`config.mk`:
```
export PLATFORM = sky130hd
export DESIGN_NAME = pressure_monitor
export DESIGN_NICKNAME = d
export VERILOG_FILES = /design/src/rtl/pressure_pkg.sv /design/src/rtl/pressure_classifier.sv /design/src/rtl/pressure_monitor.sv
export SDC_FILE = /design/constraint.sdc
export NUM_CORES = 1
export LEC_CHECK = 0
export BUFFER_PORTS_ARGS = -buffer_cell sky130_fd_sc_hd__clkbuf_2
export CORE_MARGIN = 2
export CORE_UTILIZATION = 56
export DETAILED_ROUTE_END_ITERATION = 12
export GPL_TIMING_DRIVEN = 0
export PLACE_DENSITY_LB_ADDON = 0.12
export SYNTH_ARGS = -nofsm -noshare
export SYNTH_HDL_FRONTEND = slang
export SYNTH_HIERARCHICAL = 1
export SYNTH_SLANG_ARGS = --single-unit
```
`constraint.sdc`:
```
create_clock -name clk -period 3.9 [get_ports clk]
set_input_delay 0.585 -clock clk [delete_from_list [all_inputs] [get_ports clk]]
set_output_delay 0.585 -clock clk [all_outputs]
set_load 0.005 [all_outputs]
```
`src/rtl/pressure_pkg.sv`:
```
// Shared definitions for the pressure monitor.
//   state_e      : monitor FSM states (NORMAL, ARMING, WARN, RELEASING)
//   DEF_*        : default sample width, thresholds, persistence and counter width
package pressure_pkg;

  typedef enum logic [1:0] {
    ST_NORMAL    = 2'd0,
    ST_ARMING    = 2'd1,
    ST_WARN      = 2'd2,
    ST_RELEASING = 2'd3
  } state_e;

  localparam int DEF_WIDTH   = 5;
  localparam int DEF_LOW_TH  = 7;
  localparam int DEF_HIGH_TH = 23;
  localparam int DEF_HYST    = 1;
  localparam int DEF_PERSIST = 3;
  localparam int DEF_CNT_W   = 8;

endpackage

```
`src/rtl/pressure_classifier.sv`:
```
// Combinational classification of one pressure sample.
//   pData  in  : unsigned sample
//   oor    out : sample at or below LOW_TH, or at or above HIGH_TH
//   is_low out : sample at or below LOW_TH (meaningful when oor)
//   safe   out : sample strictly inside (LOW_TH+HYST, HIGH_TH-HYST)
// Samples that are neither oor nor safe form the hysteresis hold zone.
module pressure_classifier #(
  parameter int WIDTH   = 5,
  parameter int LOW_TH  = 7,
  parameter int HIGH_TH = 23,
  parameter int HYST    = 1
) (
  input  logic [WIDTH-1:0] pData,
  output logic             oor,
  output logic             is_low,
  output logic             safe
);

  localparam logic [WIDTH-1:0] LOW_V       = WIDTH'(LOW_TH);
  localparam logic [WIDTH-1:0] HIGH_V      = WIDTH'(HIGH_TH);
  localparam logic [WIDTH-1:0] SAFE_LO_EXC = WIDTH'(LOW_TH + HYST);
  localparam logic [WIDTH-1:0] SAFE_HI_EXC = WIDTH'(HIGH_TH - HYST);

  always_comb begin
    is_low = (pData <= LOW_V);
    oor    = is_low || (pData >= HIGH_V);
    safe   = (pData > SAFE_LO_EXC) && (pData < SAFE_HI_EXC);
  end

endmodule

```
`src/rtl/pressure_monitor.sv`:
```
// Debounced pressure warning with hysteresis.
//   clk, rstN             : clock, asynchronous active-low reset
//   pData, pValid         : pressure sample and its qualifier
//   alarmAck              : clears the sticky alarm
//   pWarning              : debounced warning (WARN or RELEASING)
//   warnLow, warnHigh     : direction of the latest out-of-range sample while warning
//   pAlarm                : sticky, set on every fresh warning entry
//   warnCount             : saturating count of fresh warning entries
//   dbg_state             : current FSM state, for observation only
// Sample handshake: a sample is consumed on a rising clk edge where pValid=1;
// pValid=0 cycles change nothing except alarm acknowledgement.
module pressure_monitor
  import pressure_pkg::*;
#(
  parameter int WIDTH   = DEF_WIDTH,
  parameter int LOW_TH  = DEF_LOW_TH,
  parameter int HIGH_TH = DEF_HIGH_TH,
  parameter int HYST    = DEF_HYST,
  parameter int PERSIST = DEF_PERSIST,
  parameter int CNT_W   = DEF_CNT_W
) (
  input  logic             clk,
  input  logic             rstN,
  input  logic [WIDTH-1:0] pData,
  input  logic             pValid,
  input  logic             alarmAck,
  output logic             pWarning,
  output logic             warnLow,
  output logic             warnHigh,
  output logic             pAlarm,
  output logic [CNT_W-1:0] warnCount,
  output state_e           dbg_state
);

  localparam int CW = $clog2(PERSIST + 1);

  if (PERSIST < 1 || (LOW_TH + HYST) >= (HIGH_TH - HYST - 1) || HIGH_TH >= (2 ** WIDTH))
  begin : g_param_check
    $error("pressure_monitor: inconsistent parameters");
  end

  logic oor, is_low, safe;

  pressure_classifier #(
    .WIDTH  (WIDTH),
    .LOW_TH (LOW_TH),
    .HIGH_TH(HIGH_TH),
    .HYST   (HYST)
  ) u_classifier (
    .pData (pData),
    .oor   (oor),
    .is_low(is_low),
    .safe  (safe)
  );

  state_e            state_q, state_d;
  logic [CW-1:0]     cnt_q, cnt_d;
  logic              warning_q, warning_d;
  logic              low_q, low_d;
  logic              high_q, high_d;
  logic              alarm_q, alarm_d;
  logic [CNT_W-1:0]  count_q, count_d;
  logic [CW-1:0]     cnt_inc;
  logic              enter;

  always_comb begin
    state_d = state_q;
    cnt_d   = cnt_q;
    low_d   = low_q;
    high_d  = high_q;
    enter   = 1'b0;
    cnt_inc = cnt_q + CW'(1);

    if (pValid) begin
      case (state_q)
        ST_NORMAL: begin
          if (oor) begin
            if (PERSIST == 1) enter = 1'b1;
            else begin
              state_d = ST_ARMING;
              cnt_d   = CW'(1);
            end
          end
        end
        ST_ARMING: begin
          if (oor) begin
            if (cnt_inc == CW'(PERSIST)) enter = 1'b1;
            else cnt_d = cnt_inc;
          end else begin
            state_d = ST_NORMAL;
            cnt_d   = '0;
          end
        end
        ST_WARN: begin
          if (safe) begin
            if (PERSIST == 1) begin
              state_d = ST_NORMAL;
              cnt_d   = '0;
            end else begin
              state_d = ST_RELEASING;
              cnt_d   = CW'(1);
            end
          end else if (oor) begin
            low_d  = is_low;
            high_d = ~is_low;
          end
        end
        ST_RELEASING: begin
          if (safe) begin
            if (cnt_inc == CW'(PERSIST)) begin
              state_d = ST_NORMAL;
              cnt_d   = '0;
            end else cnt_d = cnt_inc;
          end else begin
            // A break in the safe run falls back to WARN; this is not a fresh entry.
            state_d = ST_WARN;
            cnt_d   = '0;
            if (oor) begin
              low_d  = is_low;
              high_d = ~is_low;
            end
          end
        end
        default: begin
          state_d = ST_NORMAL;
          cnt_d   = '0;
        end
      endcase

      if (enter) begin
        state_d = ST_WARN;
        cnt_d   = '0;
        low_d   = is_low;
        high_d  = ~is_low;
      end
    end

    if (state_d == ST_NORMAL) begin
      low_d  = 1'b0;
      high_d = 1'b0;
    end

    warning_d = (state_d == ST_WARN) || (state_d == ST_RELEASING);

    // Entry and acknowledge on the same edge leaves the alarm set.
    if (enter)         alarm_d = 1'b1;
    else if (alarmAck) alarm_d = 1'b0;
    else               alarm_d = alarm_q;

    count_d = count_q;
    if (enter && (count_q != {CNT_W{1'b1}})) count_d = count_q + CNT_W'(1);
  end

  always_ff @(posedge clk or negedge rstN) begin
    if (!rstN) begin
      state_q   <= ST_NORMAL;
      cnt_q     <= '0;
      warning_q <= 1'b0;
      low_q     <= 1'b0;
      high_q    <= 1'b0;
      alarm_q   <= 1'b0;
      count_q   <= '0;
    end else begin
      state_q   <= state_d;
      cnt_q     <= cnt_d;
      warning_q <= warning_d;
      low_q     <= low_d;
      high_q    <= high_d;
      alarm_q   <= alarm_d;
      count_q   <= count_d;
    end
  end

  assign pWarning  = warning_q;
  assign warnLow   = low_q;
  assign warnHigh  = high_q;
  assign pAlarm    = alarm_q;
  assign warnCount = count_q;
  assign dbg_state = state_q;

endmodule

```
Word level (Yosys, flattened, before mapping)
Index checks and enable logic that the tools add are counted.
{"block": "op_classes", "n_addsub": 2, "mul": 0, "n_div": 0, "n_lt_le_gt_ge": 4, "n_eq_ne": 11, "n_shift": 0, "muxes": 35, "n_bitwise": 1, "n_reduce_logical": 13}
{"op": "$mux 2", "n": 14}
{"op": "$mux 1", "n": 19}
{"op": "$pmux 2 s4", "n": 2}
{"op": "$eq 2x2->1 const B", "n": 5}
{"op": "$add 8x1->8 const B", "n": 1}
{"op": "$ne 8x8->1 const B", "n": 1}
{"op": "$reduce_and 4->1", "n": 2}
{"op": "$ne 3x3->1 const B", "n": 2}
{"op": "$reduce_bool 3->1", "n": 2}
{"op": "$ge 5x5->1 const B", "n": 1}
{"op": "$gt 5x4->1 const B", "n": 1}
{"op": "$le 5x3->1 const B", "n": 1}
{"op": "$lt 5x5->1 const B", "n": 1}
{"op": "$logic_not 2->1", "n": 2}
{"op": "$ne 4x4->1 const B", "n": 1}
{"op": "$reduce_bool 2->1", "n": 2}
{"op": "$ne 3x1->1 const B", "n": 1}
{"op": "$add 2x1->2 const B", "n": 1}
{"op": "$eq 2x1->1 const B", "n": 1}
{"op": "$logic_and 1x1->1", "n": 2}
{"op": "$logic_or 1x1->1", "n": 2}
{"op": "$reduce_or 2->1", "n": 1}
{"op": "$not 1->1", "n": 1}
{"block": "totals", "register_bits": 16, "latch_bits": 0, "mem_bits_rw": 0, "mem_bits_ro": 0, "in_bits": 9, "output_inout_bits": 14, "memories": 0}

Logic depth before layout (Yosys ltp)
{"block": "depth", "depth_word": 11, "ltp_mapped": 6, "ltp_nobuf": 5}

Hierarchy
The synthesis kept the hierarchy.
{"module": "pressure_monitor", "instances": 1, "cells_each": 91, "area_each_um2": 991.0, "seq_area_each_um2": 400.4}
{"module": "pressure_classifier", "instances": 1, "cells_each": 8, "area_each_um2": 45.0, "seq_area_each_um2": 0.0}

Worst setup path after synthesis
Ideal clock, no wire load.
{"block": "synth_timing", "path_type": "in2reg", "start": "input port pData[2]", "end": "register cnt_q[0]", "t_arrival_ps": 1925, "path_slack_ps": 1848, "path_stages": 5, "path_buffers": 0, "path_cell_list": "or3_1 a22o_1 and2_1 o31a_1 mux2_1"}
{"block": "synth_between", "word_cells_on_any_way": 17, "classes_between": "order compare (4); eq/ne (3); mux (7); reduce/logical (3)"}
{"element": "start: declaration", "line": "pressure_monitor.sv:24", "text": "input logic [WIDTH-1:0] pData,"}
{"element": "$gt 5x4->1 / $lt 5x5->1 (equally long branches)", "line": "pressure_classifier.sv:27", "text": "safe = (pData > SAFE_LO_EXC) && (pData < SAFE_HI_EXC);"}
{"element": "$logic_and 1x1->1 (*)", "line": "pressure_classifier.sv:27"}
{"element": "named net safe", "line": "pressure_monitor.sv:42", "text": "logic oor, is_low, safe;"}
{"element": "$mux 2", "line": "pressure_monitor.sv:109", "text": "if (safe) begin"}
{"element": "$pmux 2 s4", "line": "pressure_monitor.sv:75", "text": "case (state_q)"}
{"element": "$mux 2", "line": "pressure_monitor.sv:130", "text": "if (enter) begin"}
{"element": "end signal: assignment", "line": "pressure_monitor.sv:165", "text": "cnt_q <= cnt_d;"}
{"element": "end: declaration", "line": "pressure_monitor.sv:57", "text": "logic [CW-1:0] cnt_q, cnt_d;"}
Mark *: on every way through the listed nets, which the timed path passes. The rest lies on a longest branch. The select of a mux whose other input is x is not followed.
A chain may end at the register's enable or synchronous reset.

Worst setup path after layout
{"block": "layout_timing", "start": "input port pData[4]", "end": "register count_q[6] (netlist: warnCount[6])"}
{"block": "layout_between", "elab_chain_cells": 7, "word_cells_on_any_way": 8, "classes_between": "order compare (2); mux (4); reduce/logical (2)"}
{"element": "$le 5x3->1 / $ge 5x5->1 (equally long branches)", "line": "pressure_classifier.sv:25, pressure_classifier.sv:26"}
{"element": "$logic_or 1x1->1 (*)", "line": "pressure_classifier.sv:26", "text": "oor = is_low || (pData >= HIGH_V);"}
{"element": "named net oor", "line": "pressure_monitor.sv:42"}
{"element": "$mux 1 (*)", "line": "pressure_monitor.sv:86", "text": "if (oor) begin"}
{"element": "$mux 1 (*)", "line": "pressure_monitor.sv:75"}
{"element": "$mux 1 (*) (2 in a row)", "line": "pressure_monitor.sv:74", "text": "if (pValid) begin"}
{"element": "$logic_and 1x1->1 (*)", "line": "pressure_monitor.sv:151", "text": "if (enter && (count_q != {CNT_W{1'b1}})) count_d = count_q + CNT_W'(1);"}
{"element": "end signal: assignment", "line": "pressure_monitor.sv:170", "text": "count_q <= count_d;"}
{"element": "end: declaration", "line": "pressure_monitor.sv:62", "text": "logic [CNT_W-1:0] count_q, count_d;"}
Marks and branches as above.

==> run summary <==
The total number of placement rows came out at 15. The number of global-route vias before repair came out at 742. The number of clock sinks came out at 16. The share of post-route cells with drive strength above 1 is 0.315. Of the total synthesized cell area, the portion taken by XOR and XNOR cells is 0.0254. The maximum clock frequency is 499 MHz.

The quantity of hold-fixing buffers added after cts is 0. The number of gates resized after CTS was 0. The register clock-pin slew on the reported worst setup and hold paths came out at 0.09 ns. The mean instance size in the synthesized netlist is 10.5 sq um. In the layout the commonest cells are sky130_fd_sc_hd__clkbuf_2, sky130_fd_sc_hd__dfrtp_1, sky130_fd_sc_hd__nand2_1. The dominant combinational cell family by area after synthesis is simple AND/OR/NAND/NOR gates. The leakage power summed over all cells came out at 0.576 nW. The flow ran to the end, and the final reports show no timing, DRC or antenna violations. For this block, the initial DRC count from the detailed router was 13.

The wire length after detailed routing came out at 1880 microns. The count of different cell masters after synthesis came out at 43. The number of synthesized flops with an enable pin is 0. The total buffers and inverters traversed by the critical path came out at 2. The area added between synthesis and finish is 16.7%. The root buffer cell is sky130_fd_sc_hd__clkbuf_4. Buffers placed on the I/O ports in this run total 21.

The share of the clock period used by the worst path after layout is 0.514. The post-synthesis share of cell area spent on and, or, nand and nor gates came out at 0.239. The max-capacitance violation count came out at 0.

The maximum fanout along the worst path came out at 10. The data arrival time at the worst-slack endpoint came out at 2.18 ns. The final antenna diode count is 0.

The initial core utilization is 0.600. The adder-cell share of the synthesized area is 0.0483. Buffers inserted during clock tree synthesis total 3. The placed wire-length estimate is 1410 microns. The latest clock arrival within the worst-skew pair came out at 0.28 ns. The floorplan core area came out at 1730 sq um.

The multiplexer area fraction after synthesis came out at 0.0568. The H-tree depth came out at 1. The sequential element share of the synthesized area came out at 0.386. Setup repair after global routing left no endpoint under its margin. The flop and latch count out of synthesis is 16. In the synthesized netlist the async set-or-reset flop fraction comes to 1.00.

The number of nets at the end of the flow is 138. The die covers 2210 sq um. Walking the worst path, the cells encountered are clkbuf_2 -> nor2b_1 -> a21oi_1 -> nand2_2 -> buf_6 -> nor4_4 -> mux2_1.

The count of antenna-violating nets left after detailed routing is 0. The most used flip-flop cell after synthesis is sky130_fd_sc_hd__dfrtp_1. The total grt overflow is 0. The kind of cell with the highest combined delay along the critical path is simple AND/OR/NAND/NOR gates. The number of warnings printed during yosys synthesis came out at 6. After filler insertion, the fill cell instance count of the layout stands at 149. Among all stages on the critical path, the largest delay is contributed by sky130_fd_sc_hd__a21oi_1. The capturing element type of the critical path is a flip-flop. The worst setup path is of the input port to flip-flop kind. The delay of the slowest critical-path stage came out at 0.49 ns. The max-slew violation count came out at 0. In this run the horizontal extent of the chip is 47.0 microns. For this design the ratio of total power to cell area is 507 nW/um^2. The number of top-level design ports came out at 23. The maximum number of pins on one net before global-route repair came out at 17. For the pin with the worst max-slew slack, the measured transition is 0.587 ns. Leaving out fill and tap cells, the most frequent cell in the layout is sky130_fd_sc_hd__clkbuf_2. The global-route wire length before repair came out at 3200 microns. The floorplan step set the die height to 47.0 microns. Between clock sinks in the finished design, the worst skew comes to 0.000399 ns. The pre-antenna-repair detailed-routing pass consisted of 4 iterations. The compound-gate portion of the synthesized area is 0.179. The number of standard cells in the final layout excluding fillers is 149. Setup violations remaining at the end of the flow were counted as 0.

The cell area after synthesis is 1040 sq um. Counting every net in the synthesized netlist gives 112. The clock tree from TritonCTS is yes. The required time at the endpoint of the critical path came out at 4.08 ns. The aggregate negative setup slack came out at 0 ns. The smallest clock period supported by the final layout is computed as 2.00 ns. The peak supply drop came out at 395 uV. The worst slew margin relative to its limit is 0.608. The via count normalized by instance count is 5.68. The maximum number of buffers from clock root to sink is 2. The routed layout has 847 vias. The overall fraction of global-route tracks in use came out at 0.203. In the synthesized netlist, the number of instances is 99. The count of placed standard cells including taps came out at 145. The worst hold path belongs to the class input port to asynchronous set/reset pin. STA classifies the critical path startpoint as an input port.

The initial antenna violation count was 0. The final-report hold violation count is 0. Routability-driven placement finished with a final weighted congestion of 0.811. The post-detailed-route DRC marker count is 0. Buffers added to address setup during post-CTS repair amount to 0.

The detailed-route wire length per cell came out at 12.6 microns.
[cell families (layout without fill, tap and decap cells)]
logic type / Yosys count / after routing
simple gates: 35 / 35
fa+ha+maj: 4 / 4
xor+xnor: 3 / 3
buf+inv: 11 / 36
mux: 5 / 5
compound gates: 25 / 25
flops: 16 / 16
[power breakdown]
part / switching (W) / total (W) / internal (W)
combinational: 0.000125 / 0.000248 / 0.000123
sequential: 0.0000445 / 0.000256 / 0.000211
clock: 0.0000525 / 0.000109 / 0.0000568
total: 0.000222 / 0.000613 / 0.000391
[state kept, by name (all words and copies together), names as in the netlist]
signal     count
warnCount      8
cnt_q          2
dbg_state      2
pAlarm         1
pWarning       1
warnHigh       1
warnLow        1
[per-stage QoR]
stage | hold slack (ns) | worst slack, ns | area, sq um | utilization | total power [W]
global route | 0.225 | 1.82 | 1210 | 0.700 | 0.000668
global placement | 0.503 | 1.62 | 1170 | 0.679 | 0.000496
finish | 0.208 | 1.90 | 1210 | 0.700 | 0.000613
detailed placement | 0.522 | 1.60 | 1170 | 0.679 | 0.000508
CTS | 0.213 | 1.90 | 1210 | 0.700 | 0.000619
floorplan | 0.289 | 1.85 | 1040 | - | 0.000426
[cells in the mapped netlist, types with 2 or more instances]
cell type / instances / area, sq um
sky130_fd_sc_hd__nand2_1: 7 / 26.3
sky130_fd_sc_hd__nand3_1: 5 / 25.0
sky130_fd_sc_hd__xor2_1: 2 / 17.5
sky130_fd_sc_hd__or3_1: 2 / 12.5
sky130_fd_sc_hd__a21oi_1: 3 / 15.0
sky130_fd_sc_hd__nand2b_1: 3 / 18.8
sky130_fd_sc_hd__nor2b_1: 3 / 18.8
sky130_fd_sc_hd__mux2_1: 2 / 22.5
sky130_fd_sc_hd__nor2_1: 2 / 7.51
sky130_fd_sc_hd__buf_4: 3 / 22.5
sky130_fd_sc_hd__a31oi_1: 2 / 12.5
sky130_fd_sc_hd__and3_1: 2 / 12.5
sky130_fd_sc_hd__o21ai_0: 4 / 20.0
sky130_fd_sc_hd__a211o_1: 3 / 26.3
sky130_fd_sc_hd__nand4_1: 2 / 12.5
sky130_fd_sc_hd__buf_6: 2 / 22.5
sky130_fd_sc_hd__inv_1: 6 / 22.5
sky130_fd_sc_hd__o31a_1: 2 / 17.5
sky130_fd_sc_hd__dfrtp_1: 16 / 400
sky130_fd_sc_hd__ha_1: 4 / 50.1
sky130_fd_sc_hd__o22ai_1: 2 / 12.5
[worst reg2reg max path: cells and delay by family (launching register included)]
kind / cells / cell delay (ns)
and+or+nand+nor: 2 / 0.35
muxes: 1 / 0.34
buffers and inverters: 2 / 0.30
DFF: 1 / 0.42
adders and majority gates: 1 / 0.29
[worst paths after layout]
| path | startpoint | end | slack, ns | cells past startpoint |
|---|---|---|---|---|
| worst max-delay path | pData[4] | warnCount[6] | 1.90 | 7 |
| worst min-delay path | rstN | warnCount[4] | 0.21 | 1 |
| worst max register to register | cnt_q[0] | warnCount[6] | 2.10 | 6 |
| worst min register to register | warnCount[5] | warnCount[5] | 0.53 | 1 |
| max in group asynchronous | rstN | warnLow | 3.41 | 1 |
| min in group clk | alarmAck | pAlarm | 0.48 | 2 |
[layout make-up]
class                   count  area [sq um]  area share
inverters                   6          22.5      0.0186
well taps                  25          31.3      0.0259
plain buffers               5          45.0      0.0373
flip-flops and latches     16           400       0.331
repair buffers             21           105      0.0870
multi-input cells          72           568       0.470
clock buffers               4          36.3      0.0300
[per-layer routing]
metal	vias up	GRT usage	share of wire
met5	-	0	0
met4	0	0.128	0.015
met3	4	0.0269	0.026
met2	16	0.312	0.49
met1	407	0.270	0.47
li1	420	-	-
Note: power is estimated with default switching activity, not from simulation.
